==> config.mk <==
export PLATFORM = sky130hd
export DESIGN_NAME = cmd_packet_encoder
export DESIGN_NICKNAME = d
export VERILOG_FILES = /design/src/rtl/cmd_packet_encoder.sv
export SDC_FILE = /design/constraint.sdc
export NUM_CORES = 1
export LEC_CHECK = 0
export CAP_MARGIN = 20
export CORE_MARGIN = 2
export CORE_UTILIZATION = 35
export DETAILED_ROUTE_END_ITERATION = 10
export HOLD_SLACK_MARGIN = 0.15
export PLACE_DENSITY = 0.63
export REMOVE_ABC_BUFFERS = 1
export SLEW_MARGIN = 30
export SYNTH_ARGS = -nofsm -noshare
export SYNTH_HDL_FRONTEND = slang
export SYNTH_SLANG_ARGS = --single-unit
==> constraint.sdc <==
create_clock -name clk -period 4 [get_ports clk]
set_input_delay 0.6 -clock clk [delete_from_list [all_inputs] [get_ports clk]]
set_output_delay 0.6 -clock clk [all_outputs]
set_load 0.05 [all_outputs]
==> src/rtl/cmd_packet_encoder.sv <==
// cmd_packet_encoder: buffers host requests in a FIFO and serialises them into decoder packet bytes while tracking CALL depth
module cmd_packet_encoder #(
  parameter int FIFO_DEPTH  = 4,
  parameter int STACK_DEPTH = 4
) (
  input  logic       clk,
  input  logic       rst,
  input  logic       req_valid,
  output logic       req_ready,
  input  logic [1:0] req_op,
  input  logic [3:0] req_addr,
  input  logic [7:0] req_data,
  output logic       pkt_valid,
  input  logic       pkt_ready,
  output logic [7:0] pkt_data,
  output logic       pkt_last,
  output logic [2:0] call_depth,
  output logic       err_ovf,
  output logic       err_unf,
  output logic       idle
);
  localparam int AW = $clog2(FIFO_DEPTH);
  localparam logic [2:0] MAX_DEPTH = 3'(STACK_DEPTH);
  typedef enum logic [1:0] {IDLE, HDR, DATA} state_t;
  state_t state, state_nx;
  logic [13:0] mem [FIFO_DEPTH];
  logic [AW:0] wr_ptr, rd_ptr;
  logic [13:0] head;
  logic [1:0] op_q;
  logic [7:0] hdr_q, opd_q;
  logic full, empty, push, pop, drop_ovf, drop_unf, issue;
  assign empty = wr_ptr == rd_ptr;
  assign full = (wr_ptr[AW] != rd_ptr[AW]) && (wr_ptr[AW-1:0] == rd_ptr[AW-1:0]);
  assign req_ready = !full;
  assign push = req_valid && req_ready;
  assign head = mem[rd_ptr[AW-1:0]];
  assign pop = state == IDLE && !empty;
  assign drop_ovf = pop && head[13:12] == 2'b10 && call_depth == MAX_DEPTH;
  assign drop_unf = pop && head[13:12] == 2'b11 && call_depth == 3'd0;
  assign issue = pop && !drop_ovf && !drop_unf;
  assign idle = state == IDLE && empty;
  always_comb begin
    state_nx = state;
    state_nx = state == IDLE ? (issue ? HDR : IDLE)
             : state == HDR  ? (pkt_ready ? (op_q == 2'b00 ? DATA : IDLE) : HDR)
             : (pkt_ready ? IDLE : DATA);
    pkt_valid = state != IDLE;
    pkt_data = state == HDR ? hdr_q : state == DATA ? opd_q : 8'h00;
    pkt_last = state == DATA || (state == HDR && op_q != 2'b00);
  end
  always_ff @(posedge clk)
    if (push) mem[wr_ptr[AW-1:0]] <= {req_op, req_addr, req_data};
  always_ff @(posedge clk or posedge rst)
    if (rst) begin
      state <= IDLE;
      wr_ptr <= '0;
      rd_ptr <= '0;
      op_q <= 2'b00;
      hdr_q <= 8'h00;
      opd_q <= 8'h00;
      call_depth <= 3'd0;
      err_ovf <= 1'b0;
      err_unf <= 1'b0;
    end else begin
      state <= state_nx;
      if (push) wr_ptr <= wr_ptr + 1'b1;
      if (pop) rd_ptr <= rd_ptr + 1'b1;
      err_ovf <= drop_ovf;
      err_unf <= drop_unf;
      if (issue) begin
        op_q <= head[13:12];
        // RETURN carries no target, so its address nibble is zeroed
        hdr_q <= head[13:12] == 2'b11 ? 8'h0C : {head[11:8], head[13:12], 2'b00};
        opd_q <= head[7:0];
      end
      if (state == HDR && pkt_ready)
        call_depth <= op_q == 2'b10 ? call_depth + 3'd1 : op_q == 2'b11 ? call_depth - 3'd1 : call_depth;
    end
endmodule

==> impl_summary.txt <==
----------------------------------------------------
[Place]
  Half-perimeter wire length after detailed placement ... slightly below 4000 um
  Port Buffers ... 34
  Global placer's final weighted congestion ... roughly 0.75
  Minimum setup slack after placement ... approximately 1.1 ns

[Setup path]
  Startpoint-to-endpoint class of the critical path ... reg -> out
  Worst Setup Start Kind ... flip-flop
  Sequence of cells on the critical path ... xnor2_1 > nand3_1 > nor2_1 > clkdlybuf4s50_1
  Bufs and invs on worst path ... 1
  Critical path data arrival time ... 2.59 ns
  Cell family with most CP delay ... buffers and inverters
  Peak fanout along the critical path ... 17
  Critical path required time ... around 3.4 ns
  Delay of the slowest critical-path stage ... ~0.8 ns
  Cell at the slowest stage of the critical path ... clkdlybuf4s50_1
  Sort of element at the end of the critical path ... primary output

[STA]
  Minimum period implied by the final worst setup slack ... 3.19 ns
  Worst slew pin tran ... 0.779 ns
  Count of final setup violators ... 0
  Maximum clock frequency ... between 0.3 and 0.4 GHz
  Unrepaired setup endpoints after global routing ... false
  Final WS setup ... 0.815 ns
  Share of the clock period used by the worst path ... 79.6%
  Total Neg Setup Slack ... 0 ns
  Headroom to the max-slew limit ... between 40% and 50%
  Hold violation count in the final report ... 0
  Final Skew ... roughly 0.0085 ns
  Number of slew-limit violations in the final report ... 0

[GRT]
  Pin count of the biggest net entering global routing ... 30
  Global-route wire length before repair ... about 9300 um
  GRT Residual Overflow ... 0
  Initial antenna violation count ... 0
  Vias in the first global route ... roughly 1.8k
  Overall routing resource usage ... around 11%

[Layout]
  Fraction of layout cells with a size suffix above 1 ... between 20% and 30%
  Final Net Count ... about 260
  Final antenna diode count ... 0
  Footprint of the multi-input gates ... 0.00102 mm^2
  FF/Latch Area ... 0.00241 mm^2
  Synth-to-Final Area Change ... 18.8%
  Filler Cells Inserted ... approximately 900

[Synthesis]
  Synth area leaders ... edfxtp_1, dfrtp_1, mux4_2, mux2_4, mux2_2
  Post-synthesis sequential element count ... 85
  Proportion of netlist area held by the largest area contributor ... between 40% and 50%
  Count of mapped cells out of synthesis ... a little under 200
  Top cell type by total area after synthesis ... edfxtp_1
  Fraction of registers with async set/reset ... 34.1%
  Count of flip-flops with a built-in enable after synthesis ... between 50 and 60
  Post-Syn Area ... 0.00349 mm^2
  Number of distinct library cell variants in the gate-level netlist after synthesis ... 30
  Top_reg_cell synth ... edfxtp_1
  Yosys warns ... 0
  Sequential fraction of the synthesis area ... ~70%
  Mean post-synth cell area ... 17.9 um^2

[Drt]
  DRC marker count from the first detailed-route iteration ... 43
  Average detailed-routed wire length per instance ... between 15 and 20 um
  Number of vias per cell ... 4.61
  Post-detailed-routing wire length ... ~5800 um
  Via count ... between 1.5k and 2k
  Number of detailed-route iterations in the first pass ... 4
  Final antenna-violating net count ... 0
  DRC violation count after routing ... 0

[Clocking]
  Count of cells resized by post-cts repair ... 0
  Maximum number of buffers from clock root to sink ... 2
  Clk slew on worst S/H paths ... roughly 0.080 ns
  H-tree levels ... 3
  Post-CTS Setup Bufs ... 0
  CTS Root Buffer Type ... clkbuf_8
  Cts hold-fix bufs ... 0
  TritonCTS clock tree ... done
  Clock network latency to the later pin of the worst-skew pair ... roughly 0.34 ns
  CTS buffer count ... 9
  Number of sinks handled by clock tree synthesis ... 85

[Floorplanning]
  Number of top-level pins ... 35
  DIE AREA ... about 0.011 mm^2
  Chip Width ... around 100 um
  Vertical extent of the die ... between 100 and 150 um
  Count of standard-cell rows ... 36
  Std-Cell Core Area ... between 0.009 and 0.01 mm^2
  Starting Density ... ~36%

[Run status]
  Outcome ... completed

[Flow run]
  Number of max-cap violations ... 0

[Pwr]
  Worst IR drop on VDD ... roughly 0.39 mV
  Leak Pwr ... between 0.0015 and 0.002 uW
  Power Density ... between 800 and 900 mW/mm^2

[Hold path]
  Path type of the worst min-delay path ... reg -> reg

----------------------------------------------------
[state kept, by name (all words and copies together) (netlist names)]
| name | flops |
|---|---|
| err_ovf | 1 |
| state | 2 |
| opd_q | 8 |
| wr_ptr | 3 |
| err_unf | 1 |
| op_q | 2 |
| call_depth | 3 |
| rd_ptr | 3 |
| hdr_q | 6 |
| mem | 56 |
[per-stage QoR]
step / cells / power [uW] / cell area (um^2) / hold WS (ns) / util [%]
after floorplan: 189 / 2630 / 3450 / 0.473 / -
after global placement: 357 / 3040 / 3970 / 0.491 / 40.8
after detailed placement: 357 / 3070 / 3970 / 0.495 / 40.8
after CTS: 373 / 3650 / 4150 / 0.513 / 42.7
after global routing: 373 / 3810 / 4150 / 0.522 / 42.7
final: 373 / 3600 / 4150 / 0.507 / 42.7
[path summary, 6_finish.rpt]
kind	from	end	slack [ns]	cells past startpoint
setup / recovery	rd_ptr[1]	idle	0.81	4
hold / removal	opd_q[7]	opd_q[7]	0.51	1
setup reg to reg	rd_ptr[1]	mem[0][13]	1.23	3
hold reg to reg	opd_q[7]	opd_q[7]	0.51	1
max in group asynchronous	rst	hdr_q[4]	2.95	2
min in group asynchronous	rst	call_depth[2]	0.64	2
[cells in the final DEF, fill, tap and decap left out, types with 2 or more instances in the layout]
| cell | count |
|---|---|
| a21oi_1 | 2 |
| o21ai_0 | 4 |
| edfxtp_1 | 56 |
| clkbuf_8 | 9 |
| nor2_1 | 6 |
| clkbuf_1 | 2 |
| a22o_1 | 5 |
| and2_1 | 7 |
| nand2_1 | 6 |
| mux4_2 | 13 |
| nand3_1 | 5 |
| mux2_4 | 7 |
| xnor2_1 | 7 |
| nor2b_1 | 6 |
| xor2_1 | 4 |
| mux2_2 | 9 |
| clkdlybuf4s50_1 | 34 |
| dfrtp_1 | 29 |
| clkinv_2 | 2 |
| inv_1 | 7 |
| ha_1 | 5 |
[power breakdown]
| group | switching, uW | internal (uW) | total [uW] |
|---|---|---|---|
| clock network | 282 | 285 | 567 |
| registers | 172 | 1240 | 1410 |
| logic | 880 | 741 | 1620 |
[worst reg2reg max path, stage by stage, from the launching register on]
cell     delay (ns)
dfrtp_1        0.84
xnor2_1        0.31
a31oi_1        0.53
and2_1         0.72
[logic make-up (layout without fill, tap and decap cells)]
kind of cell	count (synthesis)	in the layout	synth area share, %
buffers and inverters	14	59	2.01
xor gates and xnor gates	12	12	3.22
muxes	30	30	15.0
AOI/OAI and AO/OA	15	15	3.58
and+or+nand+nor	33	33	4.91
adders and majority gates	6	6	2.36
DFF	85	85	68.9
[metal layers]
metal  wire length, um  share of wire [%]  track usage, %  up-vias
li1                  -                  -               -      802
met4                59                1.0            3.47        0
met1              2650                 46            14.8      871
met5                 0                  0               0        -
met2              2800                 48            18.2       38
met3               290                5.0            3.95        7
[synth_stat cells, types with 2 or more instances]
cell type and number:
buf_2 2, o21ai_0 4, mux2_4 7, a22o_1 5
edfxtp_1 56, mux2_2 9, xor2_1 4, inv_1 8
buf_6 2, mux4_2 13, nor2_1 6, clkbuf_1 2
a21oi_1 2, nand2_1 6, and2_1 7, nor2b_1 6
dfrtp_1 29, ha_1 5, xnor2_1 7, nand3_1 5
[final cells by class]
class / count / share of cell area (%)
multi-input combinational: 96 / 24.5
timing repair buffer: 35 / 8.38
sequential: 85 / 58.0
inverter: 8 / 0.723
clock inverter: 5 / 1.24
tap: 133 / 4.01
clock buffer: 11 / 3.16
Note: power is estimated with default switching activity, not from simulation.
